## src/rtl/pulse_gen_multi.sv

```systemverilog
// ---------------------------------------------------------------------------
// pulse_gen_multi
//   Multi-channel programmable pulse / clock generator. Each of NCH channels
//   independently produces either a one-shot pulse of programmable length or
//   a periodic waveform with programmable high time and period. A shared
//   tick enable prescales the phase counters of all channels.
//
// Ports:
//   clk_i       sole clock, everything on the rising edge
//   reset_i     synchronous active-high reset, overrides every other input
//   tick_i      phase advance enable shared by all channels
//   start_i     per-channel start/restart request
//   stop_i      per-channel stop request (wins over a simultaneous start)
//   mode_i      per-channel mode, 0 = one-shot, 1 = periodic (latched on start)
//   high_cnt_i  channel i high time at [i*CNT_W +: CNT_W] (latched on start)
//   period_i    channel i period, same packing (latched on start)
//   out_o       generated waveform, registered
//   busy_o      channel running, registered
//   done_o      single-cycle completion pulse, registered
// ---------------------------------------------------------------------------
module pulse_gen_multi #(
  parameter int NCH   = 4,
  parameter int CNT_W = 16
) (
  input  logic                 clk_i,
  input  logic                 reset_i,
  input  logic                 tick_i,
  input  logic [NCH-1:0]       start_i,
  input  logic [NCH-1:0]       stop_i,
  input  logic [NCH-1:0]       mode_i,
  input  logic [NCH*CNT_W-1:0] high_cnt_i,
  input  logic [NCH*CNT_W-1:0] period_i,
  output logic [NCH-1:0]       out_o,
  output logic [NCH-1:0]       busy_o,
  output logic [NCH-1:0]       done_o
);

  localparam logic [CNT_W-1:0] CNT_ZERO = {CNT_W{1'b0}};
  localparam logic [CNT_W-1:0] CNT_ONE  = {{(CNT_W-1){1'b0}}, 1'b1};

  typedef enum logic [0:0] {
    ST_IDLE = 1'b0,
    ST_RUN  = 1'b1
  } state_e;

  for (genvar gi = 0; gi < NCH; gi++) begin : g_ch
    state_e           state_q, state_d;
    logic [CNT_W-1:0] c_q, c_d;
    logic [CNT_W-1:0] h_q, h_d;
    logic [CNT_W-1:0] p_q, p_d;
    logic             m_q, m_d;
    logic             out_q, out_d;
    logic             busy_q, busy_d;
    logic             done_q, done_d;

    logic [CNT_W-1:0] h_new;
    logic [CNT_W-1:0] pe_m1;
    logic [CNT_W-1:0] c_tick;
    logic             accept;

    // Next-state and output logic for one channel
    always_comb begin
      state_d = state_q;
      c_d     = c_q;
      h_d     = h_q;
      p_d     = p_q;
      m_d     = m_q;
      out_d   = out_q;
      busy_d  = busy_q;
      done_d  = 1'b0;

      h_new  = high_cnt_i[gi*CNT_W +: CNT_W];
      accept = start_i[gi] & ~stop_i[gi];

      // Pe-1 with P=0 treated as P=1, so the subtraction never underflows
      if (p_q == CNT_ZERO) begin
        pe_m1 = CNT_ZERO;
      end else begin
        pe_m1 = p_q - CNT_ONE;
      end

      // Periodic channels wrap at Pe-1; one-shots never reach 2^CNT_W-1 + 1
      // because they terminate when the counter reaches H.
      if (m_q && (c_q == pe_m1)) begin
        c_tick = CNT_ZERO;
      end else begin
        c_tick = c_q + CNT_ONE;
      end

      if ((state_q == ST_RUN) && stop_i[gi]) begin
        state_d = ST_IDLE;
        out_d   = 1'b0;
        busy_d  = 1'b0;
        done_d  = 1'b1;
      end else if (accept) begin
        h_d = h_new;
        p_d = period_i[gi*CNT_W +: CNT_W];
        m_d = mode_i[gi];
        c_d = CNT_ZERO;
        // A zero-length one-shot completes on its own start edge
        if (!mode_i[gi] && (h_new == CNT_ZERO)) begin
          state_d = ST_IDLE;
          out_d   = 1'b0;
          busy_d  = 1'b0;
          done_d  = 1'b1;
        end else begin
          state_d = ST_RUN;
          out_d   = (h_new != CNT_ZERO);
          busy_d  = 1'b1;
        end
      end else if ((state_q == ST_RUN) && tick_i) begin
        c_d = c_tick;
        if (!m_q && (c_tick == h_q)) begin
          state_d = ST_IDLE;
          out_d   = 1'b0;
          busy_d  = 1'b0;
          done_d  = 1'b1;
        end else begin
          out_d = (c_tick < h_q);
        end
      end else begin
        state_d = state_q;
      end
    end

    // Channel state register with synchronous reset
    always_ff @(posedge clk_i) begin
      if (reset_i) begin
        state_q <= ST_IDLE;
        c_q     <= CNT_ZERO;
        h_q     <= CNT_ZERO;
        p_q     <= CNT_ZERO;
        m_q     <= 1'b0;
        out_q   <= 1'b0;
        busy_q  <= 1'b0;
        done_q  <= 1'b0;
      end else begin
        state_q <= state_d;
        c_q     <= c_d;
        h_q     <= h_d;
        p_q     <= p_d;
        m_q     <= m_d;
        out_q   <= out_d;
        busy_q  <= busy_d;
        done_q  <= done_d;
      end
    end

    assign out_o[gi]  = out_q;
    assign busy_o[gi] = busy_q;
    assign done_o[gi] = done_q;
  end

endmodule

```

## config.mk

```make
export PLATFORM = sky130hd
export DESIGN_NAME = pulse_gen_multi
export DESIGN_NICKNAME = d
export VERILOG_FILES = /design/src/rtl/pulse_gen_multi.sv
export SDC_FILE = /design/constraint.sdc
export NUM_CORES = 1
export LEC_CHECK = 0
export CAP_MARGIN = 20
export CORE_MARGIN = 2
export CORE_UTILIZATION = 53
export DETAILED_ROUTE_END_ITERATION = 8
export PLACE_DENSITY_LB_ADDON = 0.2
export SYNTH_ARGS = -nofsm -noshare
export SYNTH_HDL_FRONTEND = slang
export SYNTH_SLANG_ARGS = --single-unit
export TNS_END_PERCENT = 1
```

## constraint.sdc

```tcl
create_clock -name clk_i -period 6 [get_ports clk_i]
set_clock_uncertainty 0.1 [all_clocks]
set_input_delay 1.8 -clock clk_i [delete_from_list [all_inputs] [get_ports clk_i]]
set_output_delay 1.8 -clock clk_i [all_outputs]
set_load 0.005 [all_outputs]
```

==> summary.md, run 1 <==
| Metric | Value |
|---|---|
| Crit path max-delay cell type | or4_4 |
| Number of setup violations in the final report | 0 |
| WP buf/inv | 0 |
| Total Routed Length | ~37000 um |
| Post-route cell area | about 0.016 mm2 |
| Synth Register Bits | 208 |
| Die height | 165.8 um |
| Critical Path RT | 6.32 ns |
| Slew @ Worst Pin | 1.107 ns |
| Layout cells sized above 1 | 0.05260 |
| Die ar. | roughly 0.027 mm2 |
| Syn Nets | approximately 2100 |
| Number of nets in the layout | 2176 |
| Worst R2R End | g_ch[0].out_q |
| Worst hold path cell count | 2 |
| Worst Setup EP | g_ch[0].out_q |
| # hold bufs at CTS | 0 |
| MaxCap Viol Count | 0 |
| Syn-to-layout area delta | 17.25% |
| Crit-path max FO | 16 |
| Vias/cell | about 5.9 |
| Lkg Pwr | 0.006121 uW |
| Fin. Hold Viols | 0 |
| Peak VDD IR | approximately 0.00023 V |
| First-pass GRT wire length | approximately 61000 um |
| Most used cell, CP | o21a_1 |
| CTS Sinks | 208 |
| Clock buffer depth | 3 |
| Synth top area share | 0.3000 |
| Initial Util | 0.5357 |
| Finished Core Util | 0.6281 |
| RSZ-0062 raised after global routing | false |
| Ant. Diodes | 0 |
| Iter 0 DRT Violations | 921 |
| CP startpoint kind | flop |
| Pin count of the biggest net entering global routing | 71 |
| CP Cell Sequence | or4_4, or4_4, nor4_2, xnor2_1, mux2i_1, a222oi_1, o211a_1, nor2b_1, ha_1, nor2b_1, o21a_1, o21a_1, o21a_1, o21ai_0, nand2b_1, a21oi_1, nor2_1, o32ai_1 |
| Crit Reg-Reg Startpoint | g_ch[0].p_q[2] |
| Slew Viols, Final | 0 |
| Critical path launch point | g_ch[0].p_q[2] |
| Wire per inst | 15.89 um |
| Root buffer cell | clkbuf_16 |
| Cell count after synthesis | 1900 |
| Synthesized area | around 0.014 mm2 |
| Std-Cell Rows | 59 |
| Fin crit share | 0.8300 |
| # DRC | 0 |
| Syn avg cell area | 7.305 um2 |
| Setup TNS | 0 ns |
| Synth top area cells | dfxtp_1 30%, nand2_1 9.5%, a21oi_1 7.4%, ha_1 6.5%, xnor2_1 3.7% |
| HP Class | reg2reg |
| Fin crit period | 4.980 ns |
| Fraction of registers with async set/reset | 0 |
| Placed Area | 0.01537 mm2 |
| Port buffer count | 154 |
| Vias in the first global route | 12890 |
| CORE AREA | 0.02591 mm2 |
| RePlAce Congestion | ~0.90 |
| Half-perimeter wire length after placement | 26650 um |
| DRT antenna net count | 0 |
| Min setup slack post-route | between 1 and 1.5 ns |
| CTS Buf Count | 24 |
| Worst reg2reg setup slack | roughly 1.0 ns |
| Crit path depth | 18 |
| Die Wd | 165.8 um |
| YS warnings | 0 |
| CTS tree | done |
| Sequential fraction of the synthesis area | 0.3000 |
| Fmax | 200.8 MHz |
| Largest area contributor in the netlist | dfxtp_1 |
| # resized after CTS | 0 |
| Top Ports | 155 |
| DR pass1 iterations | 6 |
| Critical Path Sink Type | flop |
| Post-synth top flop | dfxtp_1 |
| Critical path class | reg2reg |
| Outcome | finished, final reports clean |
| Cell family with most CP delay | compound AO/OA/AOI/OAI gates |
| Number of library cell types mapped by synthesis | 74 |
| R2R depth | 18 |
| Initial antenna violation count | 0 |
| Clock slew at reported path FFs | 0.06 ns |
| Critical path's largest stage delay | ~0.67 ns |
| Power Density | 230.0 mW/mm2 |
| Worst relative slew slack | 0.2591 |
| Critical Path AT | 5.30 ns |
| Number of post-CTS setup repair buffers | 0 |
| EDFF count, synth | 0 |
| Setup WS pre-CTS | 1.075 ns |
| Total Routing Usage GR | 0.2576 |
| Clk_lat worst skew | 0.52 ns |
| Detailed-route via count | between 10000 and 15000 |
| GR Overflow Total | 0 |
| CTS H-Tree Depth | 1 |
-- cell usage in the layout (no fill, tap or decap), types with 35 or more instances in the layout --
master	Yosys	final
nand4_1	46	46
nand2_1	353	353
nand3_1	58	58
ha_1	72	72
xnor2_1	58	58
dfxtp_1	208	208
o21ai_0	36	36
xor2_1	35	35
nor4_1	43	42
nor2_1	130	130
nor3_1	55	55
inv_1	97	97
a21oi_1	204	204
clkdlybuf4s50_1	0	153
-- power by group --
part,switching (uW),internal (uW)
sequential,49.5,1430
combinational,354,305
clock,587,1020
-- flip-flops by register name (all words and copies together), names as in the netlist --
name         flops
g_ch.m_q         4
g_ch.busy_q      4
g_ch.done_q      4
g_ch.c_q        64
g_ch.out_q       4
g_ch.p_q        64
g_ch.h_q        64
-- layout make-up --
class | count | area [um2]
inverters | 97 | 364.1
flip-flops and latches | 208 | 4164
clock buffers | 33 | 695.7
clock inverters | 9 | 170.2
multi-input cells | 1457 | 8767
repair buffers | 173 | 1694
well taps | 335 | 419.2
fillers | 2337 | 9637
-- how the worst min path moves through the flow --
stage,from,end,slack [ns]
finish,g_ch[2].h_q[2],g_ch[2].h_q[2],0.35
global route,g_ch[0].h_q[4],g_ch[0].h_q[4],0.37
CTS,g_ch[0].h_q[5],g_ch[0].h_q[5],0.36
detailed placement,g_ch[0].h_q[5],g_ch[0].h_q[5],0.35
global placement,g_ch[2].h_q[2],g_ch[2].h_q[2],0.34
floorplan,g_ch[0].h_q[10],g_ch[0].h_q[10],0.34
-- cell usage after synthesis, types with 16 or more instances --
master / instances
a21o_1: 21
a21oi_1: 204
a31oi_1: 19
buf_4: 18
clkbuf_1: 98
dfxtp_1: 208
ha_1: 72
inv_1: 97
nand2_1: 353
nand2b_1: 25
nand3_1: 58
nand4_1: 46
nor2_1: 130
nor2b_1: 27
nor3_1: 55
nor4_1: 43
o21a_1: 16
o21ai_0: 36
or4_1: 19
xnor2_1: 58
xor2_1: 35
-- per-stage QoR --
step,hold slack (ns),instances,power (uW)
final,0.3510,2312,3743
after global routing,0.3733,2312,3911
after CTS,0.3555,2309,3763
after detailed placement,0.3477,2267,2155
after global placement,0.3419,2267,2144
after floorplan,0.3363,1900,1940
-- worst min-delay path, cell delays in order, from the launching register on --
cell and delay (ns):
dfxtp_1 0.31, nand2_1 0.05, a21oi_1 0.05
-- per-layer routing --
layer,routed length (um),track usage,share of wire
met1,16690,0.3445,0.45
met2,17450,0.4400,0.48
met3,1927,0.03384,0.052
met4,669,0.06616,0.018
met5,0,0,0
-- kinds of logic (layout without fill, tap and decap cells) --
logic type,Yosys count,count (layout),share of synthesized area
buffers and inverters,235,312,0.06986
adders and majority gates,72,72,0.06491
DFF,208,208,0.3000
muxes,7,7,0.005048
and+or+nand+nor,865,865,0.3070
AOI/OAI and AO/OA,417,417,0.1897
xor gates and xnor gates,96,96,0.06355
Power figures use the tool's default switching activity.
==> run 2, diff against run 1 <==
Settings changed: CORE_UTILIZATION 53 to 52.
Clock period 6 ns to 4.2 ns, I/O delays scaled along.
==> run 2 against run 1 <==
  * First-iteration DRC count rose by 21%
  * Utilization increased by 2.9 points
  * Design area increased by 5.5%
  * Highest routed layer unchanged
  * Sequential power up 42%
  * Worst setup slack got worse by 1.1 ns
  * The run now ends with design-rule violations, negative setup slack left
  * Clock-buffer cell count is 4 lower
  * Largest cell class unchanged
  * Power increased by 48%
  * Combinational power is 64% higher
  * Die area grew 1.9%
  * Critical path depth unchanged
==> summary.md, run 2 (synthesis gave the netlist of run 1 again) <==
| Metric | Value |
|---|---|
| Outcome | finished, violations left |
| Failing checks | design-rule violations, negative setup slack |
| RePlAce Congestion | 0.9296 |
| Worst R2R End | g_ch[0].out_q |
| GR Overflow Total | 0 |
| Pin count of the biggest net entering global routing | 53 |
| Die height | 167.4 um |
| Hold Crit Endpoint | g_ch[2].h_q[5] |
| Die Wd | roughly 170 um |
| Crit path max-delay cell type | or4_4 |
| Detailed-route via count | about 14000 |
| First-pass GRT wire length | roughly 62000 um |
| Worst hold path cell count | 2 |
| CTS tree | done |
| Power Density | 322.6 mW/mm2 |
| CP startpoint kind | flop |
| Critical Path Sink Type | flop |
| Root buffer cell | clkbuf_16 |
| Number of nets in the layout | 2255 |
| Fin. Hold Viols | 0 |
| Die ar. | 0.02801 mm2 |
| CORE AREA | 0.02613 mm2 |
| Most frequent cells in the layout | 351 x nand2_1, 206 x dfxtp_1, 201 x a21oi_1 |
| Fmax | 234.2 MHz |
| R2R depth | 18 |
| Crit Reg-Reg Startpoint | g_ch[0].p_q[9] |
| Fin crit share | 1.017 |
| Critical Path RT | 4.52 ns |
| Half-perimeter wire length after placement | 28030 um |
| Iter 0 DRT Violations | 1112 |
| Lkg Pwr | 0.006567 uW |
| # DRC | 5 |
| DRT antenna net count | 0 |
| Top Ports | roughly 160 |
| RSZ-0062 raised after global routing | true |
| Vias in the first global route | 12780 |
| Worst reg2reg setup slack | -0.07 ns |
| CTS Sinks | around 210 |
| Vias/cell | 5.827 |
| Slew @ Worst Pin | 0.6916 ns |
| Initial Util | 0.5311 |
| Multi-input gate area | 0.008991 mm2 |
| Most used cell, CP | o21a_1 |
| Std-Cell Rows | 59 |
| Min setup slack post-route | -0.06998 ns |
| Total Routed Length | 37920 um |
| Fin crit period | 4.270 ns |
| CTS Buf Count | 25 |
| HP Class | reg2reg |
| Syn-to-layout area delta | 23.65% |
| Registers with the most flip-flops | g_ch.c_q: 64 flops, g_ch.h_q: 64 flops, g_ch.p_q: 64 flops |
| Hold path startpoint | g_ch[2].h_q[5] |
| Number of setup violations in the final report | 1 |
| Wire per inst | between 15 and 20 um |
| Most common cell after layout, fill and taps aside | nand2_1 |
| Critical Path AT | 4.59 ns |
| Crit-path max FO | 4 |
| Clk_lat worst skew | 0.52 ns |
| Clock buffer depth | 3 |
| Clock slew at reported path FFs | roughly 0.060 ns |
| Worst relative slew slack | 0.5379 |
| DR pass1 iterations | 7 |
| Slew Viols, Final | 0 |
| Fillcell total | 2330 |
| Critical path's largest stage delay | between 0.5 and 0.6 ns |
| Total Routing Usage GR | 0.2588 |
| Peak VDD IR | 0.0003131 V |
| Initial antenna violation count | 1 |
| Setup TNS | -0.06998 ns |
| Setup WS pre-CTS | -0.06296 ns |
| CP Cell Sequence | or4_4, or4_4, nor4_4, xnor2_2, nand3_1, a222oi_1, o211a_1, nor2b_1, ha_1, nor2b_1, o21a_1, o21a_1, o21a_1, o21ai_1, nand2b_1, a21oi_2, nor2_1, o32ai_2 |
| Port buffer count | approximately 150 |
| CTS H-Tree Depth | 1 |
| Critical path class | reg2reg |
| Layout cells sized above 1 | 0.1079 |
| Sequential Area | 0.004167 mm2 |
| MaxCap Viol Count | 0 |
[run 2: timing repair]
action | in CTS | in global routing
hold buffers | 0 | 0
cloned | 0 | 1
buffers inserted | 3 | 5
setup endpoints to repair | 3 | 12
gates resized for setup | 5 | 45
pin swaps | 11 | 19
[run 2: worst max-delay path, delay by kind of cell (launching register included)]
kind,cells,cell delay [ns]
XOR/XNOR,1,0.17
flip-flops,1,0.35
AND/OR/NAND/NOR,8,1.75
AO/OA/AOI/OAI,8,1.50
adder cells (fa/ha/maj),1,0.30
[run 2: per-stage QoR]
stage	hold WS (ns)	power, uW	utilization	cell area, um2	std cells
after floorplan	0.3363	2775	-	13900	1900
after global placement	0.3440	3144	0.6105	15950	2338
after detailed placement	0.3469	3163	0.6105	15950	2338
after CTS	0.3555	5527	0.6463	16890	2386
after global routing	0.3675	5763	0.6568	17160	2394
final	0.3540	5536	0.6568	17160	2394
[run 2: power breakdown]
group | leakage, uW | internal, uW | switching [uW]
logic | 0.00444 | 527 | 557
clock network | 0.000436 | 1480 | 871
registers | 0.00169 | 2040 | 62.8
[run 2: worst max path at each step]
stage	startpoint	endpoint	slack [ns]	cells after the start
3_3_place_gp	g_ch[0].p_q[2]	g_ch[0].out_q	0.04	19
2_1_floorplan	g_ch[0].p_q[2]	g_ch[0].out_q	-0.02	18
4_1_cts	g_ch[0].p_q[3]	g_ch[0].out_q	-0.009	18
5_1_grt	g_ch[0].p_q[9]	g_ch[0].out_q	-0.28	20
3_5_place_dp	g_ch[0].p_q[2]	g_ch[0].out_q	-0.06	18
6_report	g_ch[0].p_q[9]	g_ch[0].out_q	-0.07	18
[run 2: area by class of cell]
cell class,count,area share
sequential,208,0.2428
timing repair buffer,251,0.1357
multi-input combinational,1457,0.5239
inverter,97,0.02121
tap,335,0.02442
clock buffer,29,0.03791
antenna,1,0.0001458
clock inverter,16,0.01392
[run 2: metal layers]
layer / part of all wire / track usage / up-vias / routed length, um
li1: - / - / 6990 / -
met1: 0.45 / 0.3486 / 6549 / 17180
met2: 0.47 / 0.4353 / 349 / 17830
met3: 0.050 / 0.03309 / 61 / 1877
met4: 0.027 / 0.07599 / 0 / 1031
met5: 0 / 0 / - / 0
